==> src/rtl/rll_pkg.sv <==
// Shared definitions for the RLL key loader.
//   - state_e       : loader FSM states (PARITY exists only when
//                     KEY_PARITY_CHECK_EN is defined)
//   - KEY_W_DEFAULT : default key width
//   - cnt_width()   : bit counter width, ceil(log2(w+1))
package rll_pkg;

    localparam int unsigned KEY_W_DEFAULT = 16;

    typedef enum logic [1:0] {
        ST_IDLE,
        ST_SHIFT,
`ifdef KEY_PARITY_CHECK_EN
        ST_PARITY,
`endif
        ST_COMMIT
    } state_e;

    // Wide enough to hold the value w itself, so the counter never wraps.
    function automatic int unsigned cnt_width(input int unsigned w);
        return $clog2(w + 1);
    endfunction

endpackage

==> src/rtl/rll_key_shreg.sv <==
// Shadow shift register and bit counter for the RLL key loader.
// Ports:
//   clk_i, rst_i : clock, asynchronous active-high reset
//   clr_i        : clear shadow and counter (has priority over shift_i)
//   shift_i      : accept bit_i this cycle
//   bit_i        : serial key bit, LSB first
//   shadow_o     : partially/fully loaded key
//   last_o       : the next accepted bit is the KEY_W-th one
module rll_key_shreg
    import rll_pkg::*;
#(
    parameter int unsigned KEY_W = KEY_W_DEFAULT
) (
    input  logic             clk_i,
    input  logic             rst_i,
    input  logic             clr_i,
    input  logic             shift_i,
    input  logic             bit_i,
    output logic [KEY_W-1:0] shadow_o,
    output logic             last_o
);

    localparam int unsigned CNT_W = cnt_width(KEY_W);

    logic [KEY_W-1:0] shadow_q, shadow_d;
    logic [CNT_W-1:0] count_q, count_d;

    // The counter doubles as the write index: accepted bit n lands in shadow bit n.
    always_comb begin
        shadow_d = shadow_q;
        count_d  = count_q;
        if (clr_i) begin
            shadow_d = '0;
            count_d  = '0;
        end else if (shift_i && (count_q < CNT_W'(KEY_W))) begin
            for (int unsigned i = 0; i < KEY_W; i++) begin
                if (count_q == CNT_W'(i)) begin
                    shadow_d[i] = bit_i;
                end
            end
            count_d = count_q + CNT_W'(1);
        end
    end

    always_ff @(posedge clk_i or posedge rst_i) begin
        if (rst_i) begin
            shadow_q <= '0;
            count_q  <= '0;
        end else begin
            shadow_q <= shadow_d;
            count_q  <= count_d;
        end
    end

    assign shadow_o = shadow_q;
    assign last_o   = (count_q == CNT_W'(KEY_W - 1));

endmodule

==> src/rtl/rll_key_loader.sv <==
// Serial key loader for an RLL-locked netlist: shifts KEY_W bits in LSB
// first and commits them atomically to key_q (bit i drives keyIn_0_i).
// Optional feature macro: KEY_PARITY_CHECK_EN -- adds a trailing even-parity
// bit; a mismatch rejects the load with a one-cycle key_err pulse.
// Ports:
//   clk, rst             : clock, asynchronous active-high reset
//   start                : begin (or restart) a load
//   clear                : zero the committed key, abort any load
//   ser_data, ser_valid  : serial bit and its qualifier
//   ser_ready            : a bit is accepted when ser_valid && ser_ready
//   key_q, key_valid     : committed key and its valid flag
//   busy                 : load in progress (SHIFT/PARITY/COMMIT)
//   key_err              : rejected-load pulse (0 without parity check)
module rll_key_loader
    import rll_pkg::*;
#(
    parameter int unsigned KEY_W = KEY_W_DEFAULT
) (
    input  logic             clk,
    input  logic             rst,
    input  logic             start,
    input  logic             clear,
    input  logic             ser_data,
    input  logic             ser_valid,
    output logic             ser_ready,
    output logic [KEY_W-1:0] key_q,
    output logic             key_valid,
    output logic             busy,
    output logic             key_err
);

    state_e           state_q, state_d;
    logic [KEY_W-1:0] key_d;
    logic             valid_q, valid_d;
    logic             accept;
    logic             sh_clr;
    logic             sh_shift;
    logic             sh_last;
    logic [KEY_W-1:0] shadow;

`ifdef KEY_PARITY_CHECK_EN
    logic err_q, err_d;
    assign ser_ready = (state_q == ST_SHIFT) || (state_q == ST_PARITY);
    assign key_err   = err_q;
`else
    assign ser_ready = (state_q == ST_SHIFT);
    assign key_err   = 1'b0;
`endif

    assign busy      = (state_q != ST_IDLE);
    assign key_valid = valid_q;
    assign accept    = ser_valid && ser_ready;

    // A start outside COMMIT (fresh load or restart) and any clear wipe the
    // shadow/counter; the shreg gives clear priority over a same-cycle shift.
    assign sh_clr   = clear || (start && (state_q != ST_COMMIT));
    assign sh_shift = accept && (state_q == ST_SHIFT);

    rll_key_shreg #(
        .KEY_W (KEY_W)
    ) u_shreg (
        .clk_i    (clk),
        .rst_i    (rst),
        .clr_i    (sh_clr),
        .shift_i  (sh_shift),
        .bit_i    (ser_data),
        .shadow_o (shadow),
        .last_o   (sh_last)
    );

    always_comb begin
        state_d = state_q;
        key_d   = key_q;
        valid_d = valid_q;
`ifdef KEY_PARITY_CHECK_EN
        err_d   = 1'b0;
`endif
        if (clear) begin
            state_d = ST_IDLE;
            key_d   = '0;
            valid_d = 1'b0;
        end else begin
            case (state_q)
                ST_IDLE: begin
                    if (start) state_d = ST_SHIFT;
                end
                ST_SHIFT: begin
                    if (start) begin
                        state_d = ST_SHIFT;
                    end else if (accept && sh_last) begin
`ifdef KEY_PARITY_CHECK_EN
                        state_d = ST_PARITY;
`else
                        state_d = ST_COMMIT;
`endif
                    end
                end
`ifdef KEY_PARITY_CHECK_EN
                ST_PARITY: begin
                    if (start) begin
                        state_d = ST_SHIFT;
                    end else if (accept) begin
                        // Even parity: the extra bit makes the total count of ones even.
                        if (ser_data == (^shadow)) begin
                            state_d = ST_COMMIT;
                        end else begin
                            state_d = ST_IDLE;
                            err_d   = 1'b1;
                        end
                    end
                end
`endif
                ST_COMMIT: begin
                    key_d   = shadow;
                    valid_d = 1'b1;
                    state_d = ST_IDLE;
                end
                default: state_d = ST_IDLE;
            endcase
        end
    end

    always_ff @(posedge clk or posedge rst) begin
        if (rst) begin
            state_q <= ST_IDLE;
            key_q   <= '0;
            valid_q <= 1'b0;
`ifdef KEY_PARITY_CHECK_EN
            err_q   <= 1'b0;
`endif
        end else begin
            state_q <= state_d;
            key_q   <= key_d;
            valid_q <= valid_d;
`ifdef KEY_PARITY_CHECK_EN
            err_q   <= err_d;
`endif
        end
    end

endmodule

==> config.mk <==
export PLATFORM = sky130hd
export DESIGN_NAME = rll_key_loader
export DESIGN_NICKNAME = d
export VERILOG_FILES = /design/src/rtl/rll_pkg.sv /design/src/rtl/rll_key_shreg.sv /design/src/rtl/rll_key_loader.sv
export SDC_FILE = /design/constraint.sdc
export NUM_CORES = 1
export LEC_CHECK = 0
export CORE_ASPECT_RATIO = 1.5
export CORE_UTILIZATION = 35
export DETAILED_ROUTE_END_ITERATION = 10
export PLACE_DENSITY = 0.58
export SYNTH_ARGS = -nofsm -noshare
export SYNTH_HDL_FRONTEND = slang
export SYNTH_SLANG_ARGS = --single-unit
==> constraint.sdc <==
create_clock -name clk -period 1.6 [get_ports clk]
set_clock_uncertainty 0.2 [all_clocks]
set_input_delay 0.24 -clock clk [delete_from_list [all_inputs] [get_ports clk]]
set_output_delay 0.24 -clock clk [all_outputs]
set_load 0.05 [all_outputs]
Word level (Yosys, flattened, before mapping)
Index checks and enable logic that the tools add are counted.

storage, ports and cells
  word-level logic and storage cells = 115
  input port bits = 6
  output and inout port bits = 20
  bits in registers = 40

operators by class
  equality and inequality tests = 20
  add/sub/neg operators = 1
  mux-type cells = 29
  $lt $le $gt $ge = 1
  reductions and logical operators = 44

operator list
  cell                   count
  $mux W16               4
  $eq A5 B4 Y1 const B   8
  $reduce_bool A2 Y1     19
  $reduce_and A2 Y1      17
  $eq A5 B3 Y1 const B   4
  $mux W1                18
  $eq A5 B2 Y1 const B   2
  $mux W5                2
  $mux W2                4
  $add A5 B1 Y5 const B  1
  $eq A5 B1 Y1 const B   1
  $logic_and A1 B1 Y1    5
  $logic_not A5 Y1       1
  $lt A5 B5 Y1 const B   1
  $ne A4 B3 Y1 const B   1
  $pmux W2 S2            1
  $ne A3 B3 Y1 const B   1
  $eq A2 B1 Y1 const B   1
  $eq A2 B2 Y1 const B   1
  $logic_not A2 Y1       1
  $ne A2 B2 Y1 const B   1
  $logic_or A1 B1 Y1     1

Logic depth before layout (Yosys ltp)
Gate-level depths: netlist of the first run.

  depth after elaboration = 7
  gate-level depth with buffers = 7

By module
From an unflattened synthesis of the first run, not the netlist that was laid out.

second synthesis, totals
  cell total of the unflattened synthesis = 195
  area total of the unflattened synthesis = 2109.5 um^2

modules (own cells, without submodules)
  module          seq. area each (um^2)  area each (um^2)  cells each  instances
  rll_key_shreg   525.5                  1124.8            104         1
  rll_key_loader  475.5                  984.7             91          1

Worst setup path before layout of the first run
No wires, ideal clock.

  kind = register to register
  start point = register u_shreg.count_q[2]
  end point = register u_shreg.count_q[4]
  cell stages (with the launch flop) = 8
  clock period less this slack = 1.634 ns
  data arrival time = 1.312 ns
  path buffers = 2
  path slack = -0.034 ns
  cells stage by stage = dfrtp_1 buf_2 clkbuf_2 and3_1 ha_1 nor2_1 a31oi_1 nor2_1

between the ends
  word-level cells in the longest chain between the ends = 3
  elaborated cells between the ends (all ways) = 6
  classes of those cells = add/sub (1); order compare (1); mux (2); reduce/logical (2)

RTL lines
  what                                            RTL line                                  RTL
  start, declared                                 rll_key_shreg.sv:26                       logic [CNT_W-1:0] count_q, count_d;
  start signal, assigned                          rll_key_shreg.sv:51                       count_q <= count_d;
  $add A5 B1 Y5 or $lt A5 B5 Y1 (tied branches)   rll_key_shreg.sv:41, rll_key_shreg.sv:35
  $mux W5 or $logic_and A1 B1 Y1 (tied branches)  rll_key_shreg.sv:35                       end else if (shift_i && (count_q < CNT_W'(KEY_W))) begin
  $mux W5 or $reduce_bool A2 Y1 (tied branches)   --

Several ways; a longest one is shown, not always the timed one. The select of a mux whose other input is x is not followed.
A chain may end at the register's enable or synchronous reset.

Final worst setup path of the first run
  start point = register state_q[1]
  end point = output busy

between the ends
  word-level cells in the longest chain between the ends = 1

RTL lines
  what                    RTL line               RTL
  start, declared         rll_key_loader.sv:32   state_e state_q, state_d;
  start signal, assigned  rll_key_loader.sv:132  state_q <= state_d;
  $reduce_bool A2 Y1      rll_key_loader.sv:50   assign busy = (state_q != ST_IDLE);
  end, declared           rll_key_loader.sv:28   output logic busy,

Every way passes these cells.

==> out/metrics.json, run 1 <==
{
  "status": {
    "status": "finished with violations",
    "violations": "negative setup slack"
  },
  "die": {
    "die_height_um": 93.9,
    "die_width_um": 63.2,
    "core-area_mm2": 0.00545,
    "num_rows": 33,
    "floorplan.io_pins": 26,
    "initial_core_util": 0.361,
    "floorplan_die_area_mm2": 0.00594
  },
  "detailed_routing": {
    "detail_route.drc_violations": 0,
    "drt_first_pass_iters": 4,
    "final_antenna_net_count": 0,
    "totalWireLength_um": 4580,
    "vias_per_std_cell": 5.05,
    "drt_iter0_drc": 47,
    "wire_length_per_cell_um": 13.8,
    "via_count": 1672
  },
  "setup_path": {
    "r2r_setup_slack_ns": -0.04,
    "crit_family": "flip-flops",
    "critPathCaptureType": "output port",
    "critical_path.reg2reg.startpoint": "state_q[1]",
    "critical_path_buf_inv_count": 2,
    "worst_ep_required_time_ns": 1.16,
    "rr_endpoint": "u_shreg.shadow_o[12]",
    "worstPathMaxFanout": 4,
    "crit_path_top_delay_cell": "sky130_fd_sc_hd__dfrtp_1",
    "reg2regPathDepth": 5,
    "timing.critical_path.slowest_cell_delay_ns": 0.40,
    "timing_worst_setup_path_type": "reg2out",
    "cp.arrival_ns": 1.22,
    "cp_common_cell": "sky130_fd_sc_hd__buf_6",
    "critical_path.startpoint_type": "flip-flop",
    "timing.critical_path.cells": "buf_6 -> or2_1 -> buf_6"
  },
  "cells_and_area": {
    "filler_cell_count": 512,
    "drive_above_1_share": 0.333,
    "multi_input_area_um2": 967,
    "design_area_mm2": 0.00293,
    "final_net_count": 271,
    "register_area_mm2": 0.00100,
    "area_growth_pct": 48.7,
    "total_inserted_antenna_cells": 0
  },
  "grt": {
    "globalRoute.totalOverflow": 0,
    "first_global_vias": 1567,
    "antenna_found_initial": 0,
    "grt_max_degree": 41,
    "track_usage": 0.162,
    "grt_first_pass_wirelength_um": 7470
  },
  "flow_run": {
    "max_cap_violations": 0
  },
  "logic_synthesis": {
    "area_of_the_mapped_netlist_mm2": 0.00197,
    "syn-mean-instance-area_um2": 9.20,
    "post_synth_main_area_contributors": "sky130_fd_sc_hd__dfrtp_1, sky130_fd_sc_hd__a21oi_1, sky130_fd_sc_hd__nand2_1",
    "synth.ff_latch_count": 40,
    "yosys.area.top_type": "sky130_fd_sc_hd__dfrtp_1",
    "dominantRegCellSynth": "sky130_fd_sc_hd__dfrtp_1",
    "mappedNetlistNets": 225,
    "yosysWarningCount": 0,
    "synth_cell_types": 32,
    "synth_seq_area_share": 0.508,
    "synth_cells": 214,
    "synthArstFlopShare": 1.00,
    "synth.top_cell.area_share": 0.508,
    "synth-edff-count": 0
  },
  "timing": {
    "hold_ws_ns": 0.104,
    "min_clock_period_post_route_ns": 1.66,
    "finalSetupViolCount": 12,
    "final_critical_path_setup_slack_ns": -0.0568,
    "achievable-frequency_mhz": 604,
    "number_of_pins_with_negative_max_slew_slack_in_the_final_report": 0,
    "rsz_0062_raised_after_global_routing": "yes",
    "period_share": 1.04,
    "hold_viol": 0
  },
  "cts": {
    "root_buffer": "sky130_fd_sc_hd__clkbuf_8",
    "cts_tree": "done",
    "level_count_of_the_clock_h_tree": 2,
    "cts.path.max_buffers": 2,
    "insertion_delay_to_the_later_sink_of_the_worst_skew_pair_ns": 0.30,
    "cts-buffers-inserted": 5,
    "clkTransAtPathRegs_ns": 0.08,
    "clock-sinks": 40
  },
  "pwr": {
    "cellPowerDensity_mw_per_mm2": 691,
    "ir_worst_vdd_mv": 0.289,
    "leakagePower_nw": 1.21
  },
  "place": {
    "gp_congestion": 0.753,
    "place_area_mm2": 0.00261,
    "dp_hpwl_um": 2960,
    "port_buf_inserts": 24
  },
  "hold_path": {
    "worstHoldPathType": "in2async"
  }
}
worst reg2reg max path, delay by kind of cell, from the launching register on:
family / cells / cell delay, ns
buf+inv: 2 / 0.29
simple gates: 2 / 0.57
flops: 1 / 0.40
compound gates: 1 / 0.12
Yosys cell counts, drive strengths merged (2+ instances only):
library cell / count
a211o: 3
ha: 5
nand3: 14
nor3: 2
buf: 13
nor2: 5
dfrtp: 40
a21oi: 35
nand3b: 3
inv: 9
nor3b: 2
mux2i: 2
a21bo: 6
o21ai: 9
and3b: 5
clkbuf: 4
nor2b: 2
nand2: 37
or3: 8
how the worst max path moves through the flow:
stage | startpoint | end | slack, ns | depth (start not counted)
2_1_floorplan | u_shreg.count_q[2] | u_shreg.count_q[4] | 0.002 | 7
3_3_place_gp | ser_valid | u_shreg.count_q[3] | -0.20 | 5
3_5_place_dp | ser_valid | u_shreg.count_q[3] | -0.22 | 5
4_1_cts | state_q[1] | u_shreg.shadow_o[13] | -0.04 | 5
5_1_grt | u_shreg.count_q[0] | u_shreg.count_q[4] | -0.10 | 6
6_report | state_q[1] | busy | -0.06 | 3
layout make-up:
class,count,area share
clock buffers,6,0.0248
clock inverters,2,0.0120
inverters,9,0.0115
multi-input cells,148,0.330
flip-flops and latches,40,0.342
well taps,70,0.0299
repair buffers,56,0.249
metal layers:
layer,track usage,wire length [µm]
met5,0,0
met2,0.289,2400
met4,0.0682,80
met3,0.0255,135
met1,0.191,1960
state kept, by name, indices dropped and copies added, names as in the netlist:
name and flops:
key_q 16, u_shreg.shadow_o 16, u_shreg.count_q 5, state_q 2, key_valid 1
layout by cell type, fill, tap and decap left out, types with 2 or more instances in the layout:
cell type and n:
sky130_fd_sc_hd__buf_4 23, sky130_fd_sc_hd__nor2_1 5, sky130_fd_sc_hd__buf_6 5, sky130_fd_sc_hd__ha_4 3, sky130_fd_sc_hd__and3b_1 5, sky130_fd_sc_hd__nand3_1 14, sky130_fd_sc_hd__a21oi_2 6, sky130_fd_sc_hd__a21bo_2 6
sky130_fd_sc_hd__o21ai_0 4, sky130_fd_sc_hd__inv_1 8, sky130_fd_sc_hd__clkbuf_8 5, sky130_fd_sc_hd__dfrtp_1 39, sky130_fd_sc_hd__or3_1 5, sky130_fd_sc_hd__buf_12 21, sky130_fd_sc_hd__nand3b_1 3, sky130_fd_sc_hd__nor3_1 2
sky130_fd_sc_hd__a211o_1 3, sky130_fd_sc_hd__ha_2 2, sky130_fd_sc_hd__or3_4 3, sky130_fd_sc_hd__mux2i_1 2, sky130_fd_sc_hd__o21ai_1 5, sky130_fd_sc_hd__nand2_1 37, sky130_fd_sc_hd__a21oi_1 29, sky130_fd_sc_hd__clkdlybuf4s50_1 5
kinds of logic after synthesis:
group | share of synthesized area
and+or+nand+nor | 0.220
AOI/OAI and AO/OA | 0.167
DFF | 0.508
buffers and inverters | 0.0610
adders and majority gates | 0.0318
muxes | 0.0102
other | 0.00190
what timing repair did:
action	4_1_cts	5_1_grt
endpoints found under the setup margin	8	19
hold buffers	0	0
pin swaps	7	10
gates cloned	2	1
setup buffers	2	3
gates resized for setup	11	21
hold endpoints to repair	0	0
stage by stage:
step	setup TNS [ns]	utilization	power, mW	setup slack, ns	instances
final	-0.282	0.537	2.02	-0.0568	331
after CTS	-0.320	0.513	2.03	-0.0435	327
after global placement	-2.33	0.479	1.19	-0.197	315
after detailed placement	-2.88	0.479	1.19	-0.225	315
after floorplan	0	-	1.12	0.00207	214
after global routing	-0.886	0.537	2.10	-0.102	331
power breakdown:
part           leakage [nW]  switching, mW  internal, mW
Sequential            0.556        0.00548          1.01
Combinational         0.597          0.103        0.0757
Clock                0.0552          0.363         0.463
No activity file was read; power rests on OpenSTA's default activity.
==> run 2, diff against run 1 <==
CAP_MARGIN = 20   (was unset)
==> results of run 2 <==
No change in the layout: final DEF, timing and power equal those of run 1.
